$ cat config.mk
export PLATFORM = sky130hd
export DESIGN_NAME = mod_const_lut
export DESIGN_NICKNAME = d
export VERILOG_FILES = /design/src/rtl/mod_lut_pkg.sv /design/src/rtl/mod_lut_ram.sv /design/src/rtl/mod_const_lut.sv
export SDC_FILE = /design/constraint.sdc
export NUM_CORES = 2
export LEC_CHECK = 0
export CAP_MARGIN = 20
export CORE_UTILIZATION = 55
export CTS_CLUSTER_DIAMETER = 120
export DETAILED_ROUTE_END_ITERATION = 10
export HOLD_SLACK_MARGIN = 0.03
export PLACE_DENSITY = 0.7
export SLEW_MARGIN = 10
export SYNTH_ARGS = -nofsm -noshare
export SYNTH_HDL_FRONTEND = slang
export SYNTH_SLANG_ARGS = --single-unit
$ cat constraint.sdc
create_clock -name clk -period 5.8 [get_ports clk]
set_input_delay 1.16 -clock clk [delete_from_list [all_inputs] [get_ports clk]]
set_output_delay 1.16 -clock clk [all_outputs]
set_load 0.1 [all_outputs]
$ cat src/rtl/mod_lut_pkg.sv
// mod_lut_pkg
// Shared definitions for the modular-multiple lookup table:
//   - FSM state encoding (EMPTY / FILL / READY)
//   - LUT_W: widest entry the modular-add helper supports
//   - mod_add(): (a + b) mod m for a, b < m, by one conditional subtraction
package mod_lut_pkg;

    localparam int LUT_W = 64;

    localparam logic [1:0] ST_EMPTY = 2'd0;
    localparam logic [1:0] ST_FILL  = 2'd1;
    localparam logic [1:0] ST_READY = 2'd2;

    // The sum carries one extra bit so a + b never wraps before the compare.
    // Callers zero-extend narrower operands; the result is < m, so it
    // truncates back to the caller's width without loss.
    function automatic logic [LUT_W-1:0] mod_add(
        input logic [LUT_W-1:0] a,
        input logic [LUT_W-1:0] b,
        input logic [LUT_W-1:0] m
    );
        logic [LUT_W:0] s;
        s = {1'b0, a} + {1'b0, b};
        if (s >= {1'b0, m})
            s = s - {1'b0, m};
        return s[LUT_W-1:0];
    endfunction

endpackage

$ cat src/rtl/mod_lut_ram.sv
// mod_lut_ram
// Table storage: one synchronous write port, NUM_CH registered read ports.
// Ports:
//   clk, rst_n        clock / async active-low reset (read registers only)
//   we, waddr, wdata  write port
//   re                per-channel read enable
//   raddr             channel c at [c*ADDR_W +: ADDR_W]
//   rdata             channel c at [c*DATA_W +: DATA_W]; holds when re[c]=0
module mod_lut_ram #(
    parameter int ADDR_W = 5,
    parameter int DATA_W = 49,
    parameter int NUM_CH = 2
)(
    input  logic                     clk,
    input  logic                     rst_n,
    input  logic                     we,
    input  logic [ADDR_W-1:0]        waddr,
    input  logic [DATA_W-1:0]        wdata,
    input  logic [NUM_CH-1:0]        re,
    input  logic [NUM_CH*ADDR_W-1:0] raddr,
    output logic [NUM_CH*DATA_W-1:0] rdata
);

    localparam int DEPTH = 1 << ADDR_W;

    // Contents are deliberately not reset; validity is tracked by the FSM.
    (* ram_style = "distributed" *) logic [DATA_W-1:0] mem [DEPTH];

    logic [NUM_CH-1:0][DATA_W-1:0] r_rdata;

    always_ff @(posedge clk) begin
        if (we)
            mem[waddr] <= wdata;
    end

    always_ff @(posedge clk or negedge rst_n) begin
        if (!rst_n) begin
            r_rdata <= '0;
        end else begin
            for (int c = 0; c < NUM_CH; c++) begin
                if (re[c])
                    r_rdata[c] <= mem[raddr[c*ADDR_W +: ADDR_W]];
            end
        end
    end

    assign rdata = r_rdata;

endmodule

$ cat src/rtl/mod_const_lut.sv
// mod_const_lut
// Builds and serves a table entry[i] = (i*W) mod MODULUS, i = 0..2^ADDR_W-1.
// The table is filled one entry per cycle with a running modular
// accumulator (acc += W, conditional subtract), so no multiplier is needed.
// Ports:
//   clk, rst_n   clock / async active-low reset
//   cfg_valid    weight offered;  cfg_ready: weight can be taken (not in FILL)
//   cfg_weight   weight W;        cfg_err: one-cycle pulse, W >= MODULUS
//   init_done    table valid
//   rd_en        per-channel read request (honoured only in READY)
//   rd_addr      channel c at [c*ADDR_W +: ADDR_W]
//   rd_data      channel c at [c*DATA_W +: DATA_W], one cycle after rd_en
//   rd_valid     per-channel read-data valid
module mod_const_lut
    import mod_lut_pkg::*;
#(
    parameter int                ADDR_W  = 5,
    parameter int                DATA_W  = 49,
    parameter int                NUM_CH  = 2,
    parameter logic [DATA_W-1:0] MODULUS = DATA_W'(64'd549824583172097)
)(
    input  logic                     clk,
    input  logic                     rst_n,
    input  logic                     cfg_valid,
    output logic                     cfg_ready,
    input  logic [DATA_W-1:0]        cfg_weight,
    output logic                     cfg_err,
    output logic                     init_done,
    input  logic [NUM_CH-1:0]        rd_en,
    input  logic [NUM_CH*ADDR_W-1:0] rd_addr,
    output logic [NUM_CH*DATA_W-1:0] rd_data,
    output logic [NUM_CH-1:0]        rd_valid
);

    localparam logic [ADDR_W-1:0] LAST_IDX = {ADDR_W{1'b1}};

    logic [1:0]        r_state;
    logic [DATA_W-1:0] r_w;
    logic [DATA_W-1:0] r_acc;
    logic [ADDR_W-1:0] r_idx;
    logic              r_init_done;
    logic              r_cfg_err;
    logic [NUM_CH-1:0] r_rd_valid;

    logic              w_accept;
    logic              w_w_ok;
    logic              w_we;
    logic [NUM_CH-1:0] w_re;
    logic [DATA_W-1:0] w_acc_nxt;

    assign cfg_ready = (r_state != ST_FILL);
    assign w_accept  = cfg_valid & cfg_ready;
    assign w_w_ok    = (cfg_weight < MODULUS);
    assign w_we      = (r_state == ST_FILL);
    // Reads are gated by the state before the edge, so a read on the same
    // edge that accepts a new weight still sees the old table.
    assign w_re      = rd_en & {NUM_CH{r_state == ST_READY}};

    // r_acc and r_w are both < MODULUS, so the helper's single conditional
    // subtraction fully reduces the sum.
    assign w_acc_nxt = DATA_W'(mod_add(LUT_W'(r_acc), LUT_W'(r_w), LUT_W'(MODULUS)));

    always_ff @(posedge clk or negedge rst_n) begin
        if (!rst_n) begin
            r_state     <= ST_EMPTY;
            r_w         <= '0;
            r_acc       <= '0;
            r_idx       <= '0;
            r_init_done <= 1'b0;
            r_cfg_err   <= 1'b0;
            r_rd_valid  <= '0;
        end else begin
            r_cfg_err  <= w_accept & ~w_w_ok;
            r_rd_valid <= w_re;
            case (r_state)
                ST_EMPTY, ST_READY: begin
                    if (w_accept && w_w_ok) begin
                        r_w         <= cfg_weight;
                        r_acc       <= '0;
                        r_idx       <= '0;
                        r_init_done <= 1'b0;
                        r_state     <= ST_FILL;
                    end
                end
                ST_FILL: begin
                    r_acc <= w_acc_nxt;
                    r_idx <= r_idx + ADDR_W'(1);
                    if (r_idx == LAST_IDX) begin
                        r_state     <= ST_READY;
                        r_init_done <= 1'b1;
                    end
                end
                default: r_state <= ST_EMPTY;
            endcase
        end
    end

    mod_lut_ram #(
        .ADDR_W (ADDR_W),
        .DATA_W (DATA_W),
        .NUM_CH (NUM_CH)
    ) u_ram (
        .clk   (clk),
        .rst_n (rst_n),
        .we    (w_we),
        .waddr (r_idx),
        .wdata (r_acc),
        .re    (w_re),
        .raddr (rd_addr),
        .rdata (rd_data)
    );

    assign init_done = r_init_done;
    assign cfg_err   = r_cfg_err;
    assign rd_valid  = r_rd_valid;

endmodule

# Word level (Yosys, flattened, before mapping)
# Memory sizes are Yosys's and may differ from the RTL's. A register that Yosys moved wholly into a read port is not among the register bits.
# Index checks and enable logic that the tools add are counted.
# word_totals
ff_bits,109
latchBits,0
ramBits,1568
mem_bits_ro,0
out_inout_bits,103
memories,1
# memory_table
name,words,width,read_ports,rd_ports_with_merged_regs,write_ports,line,text
u_ram.mem,32,49,2,2,1,mod_lut_ram.sv:27,"(* ram_style = ""distributed"" *) logic [DATA_W-1:0] mem [DEPTH];"
# op_classes
addsub,3
mul,0
div_mod_pow,0
magnitude_cmp,2
eq_ne,6
shifts,0
mux,13
bitwise,4
n_reduce_logical,10
# op_table
op,n
49-bit 2-to-1 mux,2
49-bit one-hot mux with 2 select lines,1
49-bit by 49-bit adder with 50-bit output,1
50-bit by 49-bit >= comparator with 1-bit output (second input constant),1
49-bit less-than comparator (second input constant),1
49-bit subtractor (second input constant),1
5-bit one-hot mux with 2 select lines,1
2-bit AND reduction,3
5-bit by 1-bit adder with 5-bit output (second input constant),1
5-bit equality test (second input constant),1
5-bit 2-to-1 mux,1
1-bit 2-to-1 mux,4
2-bit 2-to-1 mux,2
2-bit != test (second input constant),2
2-bit one-hot mux with 2 select lines,1
3-bit AND reduction,1
1-bit bitwise AND,2
2-bit bitwise AND,1
2-bit by 1-bit equality test with 1-bit output (second input constant),1
2-bit equality test (second input constant),1
1-bit zero test,2
2-bit zero test,1
2-bit by 1-bit != test with 1-bit output (second input constant),1
1-bit one-hot mux with 2 select lines,1
other kinds (4),4

# Longest topological paths before layout
# depth
ltp_word,5
depth_mapped,18
ltp_nobuf,14

# By module
# A second synthesis with hierarchy kept.
# hier_totals
cells_unflattened,6308
area_unflattened_um2,87290.0
# modules_own_cells
module,instances,cells_per_inst,area_per_inst_um2,seq_area_each_um2
mod_lut_ram,1,5068,77613.2,49537.5
mod_const_lut,1,1240,9676.8,2727.6

# Worst setup path before layout
# Ideal clock, no wire load.
# synth_timing
path_kind,flip-flop to flip-flop
from,register r_acc[0]
to,register r_acc[38]
arrival_ns,4.975
path_slack_ns,0.699
path_stages_with_launch,18
period_less_slack_ns,5.101
cell_sequence,dfrtp_1 ha_1 fa_1 a21o_1 and4_1 o211a_1 or3_1 buf_2 o311ai_4 o21ai_2 or4b_1 buf_2 or2_0 o31a_1 a31o_1 buf_6 o311a_1 a221o_1
# synth_via
elab_chain_cells,4
# synth_rtl
item,line,text
from (decl),mod_const_lut.sv:39,logic [DATA_W-1:0] r_acc;
from (signal assigned),mod_const_lut.sv:86,r_acc <= w_acc_nxt;
49-bit by 49-bit adder with 50-bit output *,mod_lut_pkg.sv:23,"s = {1'b0, a} + {1'b0, b};"
49-bit subtractor / 50-bit by 49-bit >= comparator with 1-bit output (equally long branches),"mod_lut_pkg.sv:25, mod_lut_pkg.sv:24",
49-bit 2-to-1 mux *,mod_lut_pkg.sv:24,"if (s >= {1'b0, m})"
49-bit one-hot mux with 2 select lines *,mod_const_lut.sv:75,case (r_state)
# Mark *: on every way between the ends. The rest lies on a longest branch, timed or not.
# A chain may end at the register's enable or synchronous reset.

# Worst setup path after layout
# layout_timing
from,register r_w[0]
to,register r_acc[38]
# layout_via
elab_chain_cells,4
# layout_rtl
item,line,text
from (decl),mod_const_lut.sv:38,logic [DATA_W-1:0] r_w;
from (signal assigned),mod_const_lut.sv:78,r_w <= cfg_weight;
49-bit by 49-bit adder with 50-bit output *,mod_lut_pkg.sv:23,
49-bit subtractor / 50-bit by 49-bit >= comparator with 1-bit output (equally long branches),"mod_lut_pkg.sv:25, mod_lut_pkg.sv:24",
49-bit 2-to-1 mux *,mod_lut_pkg.sv:24,
49-bit one-hot mux with 2 select lines *,mod_const_lut.sv:75,
# Marked as above.

==> impl_metrics.toml <==
[yosys]
synth_top_cells_by_count = "1568 x edfxtp_1, 980 x mux4_2, 225 x nand2_1"
avgSynthCellArea_um2 = 19.18
yosysWarnings = 0
synth-compound-area-share = 0.03271
synth_edf_count = 1568
synthFlopType = "edfxtp_1"
synth.most_common_cell = "edfxtp_1"
synthCells = 4377
synth-simple-area-share = 0.03491
synth_xor_xnor_area_share = 0.004070
netlist.area_leader.share = 0.5610
syn_nets = 4498
synth_area_leader_cell = "edfxtp_1"
synth.area.mux_share = 0.2819
ys_ff_latch = 1775
synthDistinctLibCells = 75
synthAdderAreaFrac = 0.008587
syn_area_um2 = 83930
synth_top_family_by_area = "multiplexers"
synthArstFlopShare = 0.1166
seq_area_frac_synth = 0.6227
synth_area_leaders = "edfxtp_1 56%, mux4_2 26%, dfrtp_1 6.2%, mux2i_1 1.2%, nand2_1 1.0%"

[route]
drc = 0
wl_met3_mm = 26.04
vias_per_cell = 7.183
wl_met1_mm = 90.93
wl_met2_mm = 113.7
wire_per_inst_um = 35.11
drtIter0Drc = 7191
drt-total-wl_mm = 237.7
top_layer = "met5"
first_pass_iters = 6
ant_nets = 0
num_vias = 48640

[setup_path]
cp-start-kind = "flip-flop"
r2r-start = "r_w[0]$_DFFE_PN0P_"
crit_required_ps = 6480
cp-end-kind = "flip-flop"
crit_type = "flip-flop to flip-flop"
cpMaxStageDelayCell = "or4b_1"
r2r-end = "r_acc[38]$_DFFE_PN0P_"
critPathMaxFanout = 19
worst_ep_arrival_time_ps = 6080
rrSetupSlack_ps = 410
slowest_delay_ps = 690
cp_cell_sequence = "ha_1 -> fa_1 -> a21o_1 -> and4_1 -> o211a_1 -> or3_1 -> o311ai_4 -> o21ai_2 -> or4b_1 -> or2_0 -> o31a_1 -> a31o_1 -> buf_4 -> o311a_1 -> a221o_1"
r2r_cells = 15

[place]
detailed_place_hpwl_mm = 135.8
portBuffers = 166
gp_congestion = 0.8959

[floorplan]
die_w_um = 392.6
die_area_um2 = 154200
core_area_um2 = 150700
core.rowCount = 142
start_util = 0.5571
dieHeight_um = 392.6
ios = 167

[grt]
grt_pass1_vias = 48670
grt_max_degree = 113
grt_first_pass_wirelength_mm = 343.2
track_usage = 0.3154
antenna_found_initial = 3
grt_overflow = 0

[cts]
cts_inserted_buffers = 181
cts.sinks = 1775
post-cts-setup-buffers = 0
clkTransAtPathRegs_ps = 60
postCtsHoldBufs = 0
cts_root_buf = "clkbuf_16"
clk_latency_ps = 810
cts_resized = 0
htree_levels = 4
cts_max_path_buffers = 3
tritoncts = "built"

[power]
p_leak_nw = 31.05
p_per_area_nw_per_um2 = 485.7
irDropWorstVdd_uv = 462.6
p_total_mw = 46.14

[sta]
hold_violations = 0
rsz0062_at_grt = "no"
fmax_ghz = 0.1854
tns_ps = 0
finClkSkew_ps = 36.77
slew_violations = 0
setup_viol_count_final = 0
fin_crit_sh = 0.9301
min_period_ps = 5395
relSlewSlack = 0.1772
tightest_slew_ps = 1230

[finish]
fin_nets = 4723
diodes = 0
drive_gt1_frac = 0.3207
syn_to_final_growth_pct = 13.18

[job]
maxCapViolCount = 0

[worst_hold_path]
min_path_type = "input port to asynchronous set/reset pin"

[run_status]
status = "completed"
==> metal layers <==
| layer | vias up | track usage |
|---|---|---|
| met4 | 2 | 0.09353 |
| met5 | - | 0 |
| li1 | 19250 | - |
| met3 | 435 | 0.06090 |
| met2 | 3118 | 0.4944 |
| met1 | 25840 | 0.4553 |
==> cell usage in the layout (no fill, tap or decap), types with 22 or more instances in the layout <==
cell             instances
ha_1                    56
clkinv_2                27
nor2_4                  32
o21ai_0                153
buf_4                  148
mux2i_1                104
o211ai_1                22
xnor2_1                 22
nand3_1                 66
mux4_2                 980
nand2_1                223
a21oi_1                 77
clkdlybuf4s50_1        154
nor3_1                  44
clkbuf_1                53
edfxtp_1              1568
dfrtp_1                207
nand4_1                 29
clkbuf_16              189
nor2_1                  82
buf_12                  43
clkinv_1                38
mux2_2                  49
==> state kept, by name (all words and copies together), names as in the netlist <==
register	flops
r_w	49
cfg_err	1
r_idx	5
rd_valid	2
u_ram.mem	1568
u_ram.rdata	98
init_done	1
r_state	2
r_acc	49
==> final cells by class <==
| class | instances | area [um^2] |
|---|---|---|
| multi-input cells | 2272 | 30680 |
| well taps | 2016 | 2522 |
| clock inverters | 88 | 785.8 |
| fillers | 10420 | 55670 |
| inverters | 17 | 63.81 |
| repair buffers | 355 | 3667 |
| clock buffers | 248 | 5011 |
| flip-flops and latches | 1775 | 52270 |
==> how the worst max path moves through the flow <==
stage               slack, ps               endpoint                  from  cells after the start
floorplan                 700  r_acc[38]$_DFFE_PN0P_  r_acc[0]$_DFFE_PN0P_                     17
detailed placement        480  r_acc[38]$_DFFE_PN0P_    r_w[0]$_DFFE_PN0P_                     15
global route              200  r_acc[47]$_DFFE_PN0P_    r_w[0]$_DFFE_PN0P_                     15
global placement          580  r_acc[38]$_DFFE_PN0P_  r_acc[0]$_DFFE_PN0P_                     15
finish                    410  r_acc[38]$_DFFE_PN0P_    r_w[0]$_DFFE_PN0P_                     15
CTS                       430  r_acc[38]$_DFFE_PN0P_    r_w[0]$_DFFE_PN0P_                     15
==> through the flow <==
step / setup slack, ps / area (um^2) / util / std cells / hold WS (ps)
detailed placement: 475.0 / 89150 / 0.5917 / 6433 / 469.1
finish: 405.1 / 95000 / 0.6305 / 6771 / 250.1
CTS: 433.2 / 94950 / 0.6302 / 6769 / 221.8
floorplan: 699.0 / 83930 / - / 4377 / 456.3
global route: 196.0 / 95000 / 0.6305 / 6771 / 250.7
global placement: 577.1 / 89110 / 0.5915 / 6431 / 460.4
==> cells by family (layout without fill, tap and decap cells) <==
logic type | Yosys count | after routing
mux | 1133 | 1133
flops | 1775 | 1775
compound gates | 431 | 431
buf+inv | 330 | 708
fa+ha+maj | 57 | 57
xor+xnor | 39 | 39
simple gates | 612 | 612
==> power breakdown <==
group / internal (mW) / total (mW) / leakage (nW) / switching (mW)
Clock: 6.57 / 11.5 / 2.82 / 4.91
Sequential: 17.5 / 18.4 / 16.7 / 0.909
Combinational: 5.45 / 16.3 / 11.6 / 10.8
Total: 29.5 / 46.1 / 31.1 / 16.7
==> critical path, delay by kind of cell (launching register included) <==
family,cells,cell delay [ps]
compound gates,8,2280
fa+ha+maj,2,670
buf+inv,1,210
flops,1,380
simple gates,4,1710
Power figures use the tool's default switching activity.
